File: config.mk
export PLATFORM = sky130hd
export DESIGN_NAME = trig_sync_controller_flat
export DESIGN_NICKNAME = d
export VERILOG_FILES = /design/src/rtl/trig_sync_controller_if.sv /design/src/rtl/trig_sync_controller.sv /design/src/flat_wrapper.sv
export SDC_FILE = /design/constraint.sdc
export NUM_CORES = 1
export LEC_CHECK = 0
export CORE_UTILIZATION = 25
export DETAILED_ROUTE_END_ITERATION = 7
export PLACE_DENSITY = 0.4
export SLEW_MARGIN = 30
export SYNTH_ARGS = -nofsm -noshare
export SYNTH_HDL_FRONTEND = slang
export SYNTH_SLANG_ARGS = --single-unit
File: constraint.sdc
create_clock -name clk40 -period 3.2 [get_ports clk40]
set_input_delay 0.48 -clock clk40 [delete_from_list [all_inputs] [get_ports clk40]]
set_output_delay 0.48 -clock clk40 [all_outputs]
set_load 0.05 [all_outputs]
File: src/rtl/trig_sync_controller_if.sv
// Slow-control / synchronizer signal bundle for trig_sync_controller.
// Stats outputs exist only when TRIG_SYNC_LOCK_STATS_EN is defined.
interface trig_sync_controller_if;
  logic        enable;
  logic [11:0] matchedCount;
  logic [11:0] syncBCID;
  logic        syncReset_n;
  logic        locked;
  logic [11:0] lockedBCID;
  logic        fail;
  logic        lockLost;
  logic [3:0]  retryCnt;
  logic [2:0]  state;
`ifdef TRIG_SYNC_LOCK_STATS_EN
  logic [15:0] lossCount;
  logic [15:0] lockTime;
`endif

  modport master (
    output enable, matchedCount, syncBCID,
    input  syncReset_n, locked, lockedBCID, fail, lockLost, retryCnt, state
`ifdef TRIG_SYNC_LOCK_STATS_EN
    , input lossCount, lockTime
`endif
  );

  modport slave (
    input  enable, matchedCount, syncBCID,
    output syncReset_n, locked, lockedBCID, fail, lockLost, retryCnt, state
`ifdef TRIG_SYNC_LOCK_STATS_EN
    , output lossCount, lockTime
`endif
  );
endinterface

File: src/rtl/trig_sync_controller.sv
// Sequences the trigger synchronizer: reset, search for a unique BCID, lock, retry and re-acquire.
// Optional lock statistics (lossCount, lockTime) enabled by TRIG_SYNC_LOCK_STATS_EN.
module trig_sync_controller #(
  parameter int unsigned ORBIT_LEN      = 3564,
  parameter int unsigned RESTART_CYCLES = 2,
  parameter int unsigned STABLE_ORBITS  = 2,
  parameter int unsigned MAX_ORBITS     = 64,
  parameter int unsigned MAX_RETRY      = 4,
  parameter int unsigned LOSS_THRESH    = 3
) (
  input logic                    clk40,
  input logic                    reset,
  trig_sync_controller_if.slave  bus
);

  localparam int unsigned RC_W = (RESTART_CYCLES > 1) ? $clog2(RESTART_CYCLES) : 1;

  typedef enum logic [2:0] {
    ST_IDLE    = 3'd0,
    ST_RESTART = 3'd1,
    ST_SEARCH  = 3'd2,
    ST_LOCKED  = 3'd3,
    ST_FAIL    = 3'd4
  } state_e;

  state_e            state_q, state_d;
  logic [11:0]       orbit_cnt_q, orbit_cnt_d;
  logic [7:0]        search_orbits_q, search_orbits_d;
  logic [3:0]        stable_cnt_q, stable_cnt_d;
  logic [3:0]        loss_cnt_q, loss_cnt_d;
  logic [3:0]        retry_cnt_q, retry_cnt_d;
  logic [RC_W-1:0]   restart_cnt_q, restart_cnt_d;
  logic              sync_reset_n_q, sync_reset_n_d;
  logic              locked_q, locked_d;
  logic              fail_q, fail_d;
  logic              lock_lost_q, lock_lost_d;
  logic [11:0]       locked_bcid_q, locked_bcid_d;

  logic              tick, good;
  logic [11:0]       orbit_nxt;
  logic [7:0]        orbits_nxt;
  logic [3:0]        stable_nxt, loss_nxt, retry_nxt;

  // tick marks the last cycle of each orbit; counter updates are evaluated only there
  assign tick       = (orbit_cnt_q == 12'(ORBIT_LEN - 1));
  assign good       = (bus.matchedCount == 12'd1);
  assign orbit_nxt  = tick ? 12'd0 : orbit_cnt_q + 12'd1;
  assign orbits_nxt = search_orbits_q + 8'd1;
  assign stable_nxt = good ? stable_cnt_q + 4'd1 : 4'd0;
  assign loss_nxt   = good ? 4'd0 : loss_cnt_q + 4'd1;
  assign retry_nxt  = retry_cnt_q + 4'd1;

`ifdef TRIG_SYNC_LOCK_STATS_EN
  logic [15:0] acq_ticks_q, acq_ticks_d;
  logic [15:0] loss_count_q, loss_count_d;
  logic [15:0] lock_time_q, lock_time_d;
  logic [15:0] acq_inc;
  assign acq_inc = (acq_ticks_q == 16'hFFFF) ? acq_ticks_q : acq_ticks_q + 16'd1;
`endif

  always_ff @(posedge clk40) begin
    if (!reset) begin
      state_q         <= ST_IDLE;
      orbit_cnt_q     <= '0;
      search_orbits_q <= '0;
      stable_cnt_q    <= '0;
      loss_cnt_q      <= '0;
      retry_cnt_q     <= '0;
      restart_cnt_q   <= '0;
      sync_reset_n_q  <= 1'b0;
      locked_q        <= 1'b0;
      fail_q          <= 1'b0;
      lock_lost_q     <= 1'b0;
      locked_bcid_q   <= '0;
`ifdef TRIG_SYNC_LOCK_STATS_EN
      acq_ticks_q     <= '0;
      loss_count_q    <= '0;
      lock_time_q     <= '0;
`endif
    end else begin
      state_q         <= state_d;
      orbit_cnt_q     <= orbit_cnt_d;
      search_orbits_q <= search_orbits_d;
      stable_cnt_q    <= stable_cnt_d;
      loss_cnt_q      <= loss_cnt_d;
      retry_cnt_q     <= retry_cnt_d;
      restart_cnt_q   <= restart_cnt_d;
      sync_reset_n_q  <= sync_reset_n_d;
      locked_q        <= locked_d;
      fail_q          <= fail_d;
      lock_lost_q     <= lock_lost_d;
      locked_bcid_q   <= locked_bcid_d;
`ifdef TRIG_SYNC_LOCK_STATS_EN
      acq_ticks_q     <= acq_ticks_d;
      loss_count_q    <= loss_count_d;
      lock_time_q     <= lock_time_d;
`endif
    end
  end

  always_comb begin
    state_d         = state_q;
    orbit_cnt_d     = orbit_cnt_q;
    search_orbits_d = search_orbits_q;
    stable_cnt_d    = stable_cnt_q;
    loss_cnt_d      = loss_cnt_q;
    retry_cnt_d     = retry_cnt_q;
    restart_cnt_d   = restart_cnt_q;
    lock_lost_d     = lock_lost_q;
    locked_bcid_d   = locked_bcid_q;

    unique case (state_q)
      ST_IDLE: begin
        lock_lost_d = 1'b0;
        retry_cnt_d = 4'd0;
        state_d     = ST_RESTART;
      end
      ST_RESTART: begin
        if (restart_cnt_q == RC_W'(RESTART_CYCLES - 1)) state_d = ST_SEARCH;
        else restart_cnt_d = restart_cnt_q + RC_W'(1);
      end
      ST_SEARCH: begin
        orbit_cnt_d = orbit_nxt;
        if (tick) begin
          stable_cnt_d    = stable_nxt;
          search_orbits_d = orbits_nxt;
          // lock takes priority over a timeout landing on the same tick
          if (stable_nxt == 4'(STABLE_ORBITS)) begin
            state_d    = ST_LOCKED;
            loss_cnt_d = 4'd0;
          end else if (orbits_nxt == 8'(MAX_ORBITS)) begin
            retry_cnt_d = retry_nxt;
            state_d     = (retry_nxt == 4'(MAX_RETRY)) ? ST_FAIL : ST_RESTART;
          end
        end
      end
      ST_LOCKED: begin
        orbit_cnt_d = orbit_nxt;
        if (tick) begin
          loss_cnt_d = loss_nxt;
          if (loss_nxt == 4'(LOSS_THRESH)) begin
            state_d     = ST_RESTART;
            lock_lost_d = 1'b1;
            retry_cnt_d = 4'd0;
          end
        end
      end
      default: ;
    endcase

    if (!bus.enable) begin
      state_d     = ST_IDLE;
      retry_cnt_d = 4'd0;
      lock_lost_d = 1'b0;
    end

    // every path into RESTART starts a fresh search window
    if (state_d == ST_RESTART && state_q != ST_RESTART) begin
      restart_cnt_d   = '0;
      orbit_cnt_d     = '0;
      search_orbits_d = '0;
      stable_cnt_d    = '0;
    end

    if (state_q == ST_SEARCH && state_d == ST_LOCKED) locked_bcid_d = bus.syncBCID;

    sync_reset_n_d = (state_d == ST_SEARCH) || (state_d == ST_LOCKED);
    locked_d       = (state_d == ST_LOCKED);
    fail_d         = (state_d == ST_FAIL);
  end

`ifdef TRIG_SYNC_LOCK_STATS_EN
  // acquisition time spans all ticks since leaving IDLE, across retries and re-acquires
  always_comb begin
    acq_ticks_d  = acq_ticks_q;
    loss_count_d = loss_count_q;
    lock_time_d  = lock_time_q;
    if (state_q == ST_IDLE) acq_ticks_d = '0;
    else if (tick && (state_q == ST_SEARCH || state_q == ST_LOCKED)) acq_ticks_d = acq_inc;
    if (state_q == ST_SEARCH && state_d == ST_LOCKED) lock_time_d = acq_inc;
    if (state_q == ST_LOCKED && state_d == ST_RESTART && loss_count_q != 16'hFFFF)
      loss_count_d = loss_count_q + 16'd1;
  end

  assign bus.lossCount = loss_count_q;
  assign bus.lockTime  = lock_time_q;
`endif

  assign bus.state       = state_q;
  assign bus.syncReset_n = sync_reset_n_q;
  assign bus.locked      = locked_q;
  assign bus.lockedBCID  = locked_bcid_q;
  assign bus.fail        = fail_q;
  assign bus.lockLost    = lock_lost_q;
  assign bus.retryCnt    = retry_cnt_q;

endmodule

File: src/flat_wrapper.sv
// flat-port wrapper written by rule: the top's interface ports become plain ports
module trig_sync_controller_flat 
#(
  parameter int unsigned ORBIT_LEN      = 3564,
  parameter int unsigned RESTART_CYCLES = 2,
  parameter int unsigned STABLE_ORBITS  = 2,
  parameter int unsigned MAX_ORBITS     = 64,
  parameter int unsigned MAX_RETRY      = 4,
  parameter int unsigned LOSS_THRESH    = 3
)
  (clk40, reset, bus_enable, bus_matchedCount, bus_syncBCID, bus_syncReset_n, bus_locked, bus_lockedBCID, bus_fail, bus_lockLost, bus_retryCnt, bus_state);
  trig_sync_controller_if bus_i ();
  input logic clk40;
  input logic reset;
  input wire logic [$bits(bus_i.enable)-1:0] bus_enable;
  input wire logic [$bits(bus_i.matchedCount)-1:0] bus_matchedCount;
  input wire logic [$bits(bus_i.syncBCID)-1:0] bus_syncBCID;
  output wire logic [$bits(bus_i.syncReset_n)-1:0] bus_syncReset_n;
  output wire logic [$bits(bus_i.locked)-1:0] bus_locked;
  output wire logic [$bits(bus_i.lockedBCID)-1:0] bus_lockedBCID;
  output wire logic [$bits(bus_i.fail)-1:0] bus_fail;
  output wire logic [$bits(bus_i.lockLost)-1:0] bus_lockLost;
  output wire logic [$bits(bus_i.retryCnt)-1:0] bus_retryCnt;
  output wire logic [$bits(bus_i.state)-1:0] bus_state;
  assign bus_i.enable = bus_enable;
  assign bus_i.matchedCount = bus_matchedCount;
  assign bus_i.syncBCID = bus_syncBCID;
  assign bus_syncReset_n = bus_i.syncReset_n;
  assign bus_locked = bus_i.locked;
  assign bus_lockedBCID = bus_i.lockedBCID;
  assign bus_fail = bus_i.fail;
  assign bus_lockLost = bus_i.lockLost;
  assign bus_retryCnt = bus_i.retryCnt;
  assign bus_state = bus_i.state;
  trig_sync_controller #(.ORBIT_LEN(ORBIT_LEN), .RESTART_CYCLES(RESTART_CYCLES), .STABLE_ORBITS(STABLE_ORBITS), .MAX_ORBITS(MAX_ORBITS), .MAX_RETRY(MAX_RETRY), .LOSS_THRESH(LOSS_THRESH)) u_core (.clk40(clk40), .reset(reset), .bus(bus_i));
endmodule
==> metrics.yaml <==
clocking:
  h-tree-depth: 2
  cts_tree: "done"
  cts_made_buffers: 5
  cts.path.max_buffers: 2
  cts_resized: 0
  cts-root-buf: "clkbuf_8"
  cts.hold.buffers_added: 0
  clkLatencyLatePin_ns: 0.31
  cts_setup_buffers: 0
  cts_sinks: 52
  cts.clk_slew.worst_paths_ns: 0.11
place:
  post-dp-hpwl_um: 5710
  gp_congestion: 0.767
  port_buffers: 49
  placed_cells: 525
status:
  outcome: "complete, no violations"
route:
  vias: 2542
  wirelength_um: 7670
  drc_errors: 0
  dr.pass1.iters: 4
  vias_per_cell: 4.77
  first_iter_violations: 127
  antenna_left: 0
  wl_per_cell_um: 14.4
critical_path:
  crit_type: "in -> reg"
  r2r_cells: 8
  worstPathRequired_ns: 3.38
  end_kind: "register"
  cpMaxStageDelayCell: "or4_4"
  critPathMostFrequentCell: "buf_4"
  crit_fanout: 10
  worstPathArrival_ns: 3.04
  start_kind: "primary input"
  path_cells: "clkdlybuf4s50_1, or4_4, nor4_4, nand3_2, a31oi_2, a21oi_2, buf_4, nor4_2, buf_4, nor3_1"
  max_stage_delay_ns: 0.57
final_layout:
  fin_cells: 533
  area_delta_synth_final_pct: 32.1
  antenna_cells: 0
  drive_gt1_share_pct: 10.4
  nets: 424
  utilization_pct: 34.0
  final_cell_mix: "60 x nand2_1, 52 x dfxtp_1, 49 x clkdlybuf4s50_1"
  layout_commonest_cell: "nand2_1"
die:
  rows: 38
  die_x_um: 108
  dieHeight_um: 108
  start_util_pct: 25.8
  io_pins: 50
  core_um2: 10900
  die_area_um2: 11600
synth:
  ys_warn_count: 0
  syn_area_um2: 2800
  ys_seq_area_share_pct: 37.1
  avgSynthCellArea_um2: 8.40
  synth.distinct_cells: 49
  synthCells: 334
  synth_edf_count: 0
  synth-async-reset-ratio_pct: 0
  synth-main-ff-cell: "dfxtp_1"
  ys_seq_elements: 52
  syn_nets: 366
global_route:
  grt_max_degree: 54
  antenna_found_initial: 0
  grtUsageTotal_pct: 14.0
  grt_pass1_wl_um: 12600
  grt_pass1_vias: 2442
  overflow: 0
power:
  peakVddDrop_v: 0.000191
  power_density_nw_per_um2: 370
  finalPower_w: 0.00137
  p_leak_nw: 1.39
timing:
  final.setup.tns_ns: 0
  worst_slew_pin_slew_ns: 0.548
  period_minus_slack_ns: 2.86
  hold_viol: 0
  final.period_utilization_pct: 89.4
  clock.fmax_mhz: 350
  maxSlewHeadroom_pct: 63.3
  fin_skew_ns: 0.0142
  setup_viol: 0
  rsz0062_at_grt: "false"
  slew_violations: 0
run:
  maxCapViolations: 0
worst_hold_path:
  hold_class: "reg -> reg"
  hold_depth: 2
per-layer routing:
metal / track usage (%) / share of wire, % / vias up
li1: - / - / 1310
met1: 18.3 / 49 / 1159
met2: 22.4 / 44 / 62
met3: 3.57 / 5.0 / 11
met4: 4.89 / 2.2 / 0
met5: 0 / 0 / -
cells by family after synthesis:
kind of cell    after synthesis  synth area share (%)
compound gates               47                  10.8
fa+ha+maj                     5                  2.23
xor+xnor                     17                  5.31
mux                          16                  5.76
buf+inv                      20                  3.35
flops                        52                  37.1
simple gates                177                  35.4
synth_stat cells, types with 3 or more instances:
cell type  number  area [um^2]
nor3b_2         3         37.5
nor4_1          3         18.8
o31ai_1         4         30.0
ha_1            5         62.6
o21ai_0        16         80.1
dfxtp_1        52         1040
or3_1           3         18.8
a21oi_1        12         60.1
nand3_1        15         75.1
nand2_1        60          225
and2_1          5         31.3
xnor2_1        12          105
clkbuf_1       11         41.3
and4b_1         3         30.0
xor2_1          5         43.8
o21a_1          3         22.5
inv_1           4         15.0
and4_1          3         26.3
nand2b_1        3         18.8
and3_1         20          125
nand4_1        10         62.6
nor3b_1         8         60.1
mux2i_1        15          150
nor2b_1         5         31.3
buf_2           3         15.0
nor2_1         10         37.5
nor3_1         14         70.1
worst paths after layout:
| path | slack [ns] | endpoint | from |
|---|---|---|---|
| worst max-delay path | 0.34 | u_core.orbit_cnt_q[11]$_SDFFE_PP0N_ | bus_matchedCount[5] |
| worst min-delay path | 0.46 | u_core.bus.lockedBCID[8]$_SDFFE_PN0P_ | u_core.bus.lockedBCID[8]$_SDFFE_PN0P_ |
| worst max register to register | 0.43 | u_core.stable_cnt_q[2]$_SDFFE_PP0P_ | u_core.orbit_cnt_q[0]$_SDFFE_PP0N_ |
| worst min register to register | 0.46 | u_core.bus.lockedBCID[8]$_SDFFE_PN0P_ | u_core.bus.lockedBCID[8]$_SDFFE_PN0P_ |
report_power, final:
part           internal, W  total (W)  leakage (nW)  switching (W)
registers         0.000649   0.000650         0.419     0.00000111
clock network     0.000391   0.000624        0.0784       0.000233
logic            0.0000493  0.0000949         0.895      0.0000456
total              0.00109    0.00137          1.39       0.000280
flip-flops by register name, indices dropped and copies added (netlist names):
signal,cells
u_core.orbit_cnt_q,12
u_core.bus.lockLost,1
u_core.search_orbits_q,8
u_core.bus.syncReset_n,1
u_core.bus.lockedBCID,12
u_core.restart_cnt_q,1
u_core.loss_cnt_q,4
u_core.bus.fail,1
u_core.bus.retryCnt,4
u_core.bus.locked,1
u_core.bus.state,3
u_core.stable_cnt_q,4
critical path: cells and delay by family:
kind | cells | cell delay [ns]
buffers and inverters | 3 | 0.82
AND/OR/NAND/NOR | 5 | 1.50
AO/OA/AOI/OAI | 2 | 0.24
final cells by class:
cell class	instances	area, um^2
timing repair buffer	67	638
inverter	4	15.0
tap	140	175
clock inverter	3	90.1
sequential	52	1040
fill	1140	7180
clock buffer	5	68.8
multi-input combinational	262	1680
stage by stage:
| stage | cell area (um^2) | hold WS [ns] | setup WS [ns] |
|---|---|---|---|
| after floorplan | 2800 | 0.472 | 0.431 |
| final | 3700 | 0.462 | 0.341 |
| after global routing | 3700 | 0.488 | 0.193 |
| after global placement | 3540 | 0.442 | 0.00612 |
| after CTS | 3700 | 0.471 | 0.341 |
| after detailed placement | 3540 | 0.450 | 0.0130 |
Note: power is estimated with default switching activity, not from simulation.
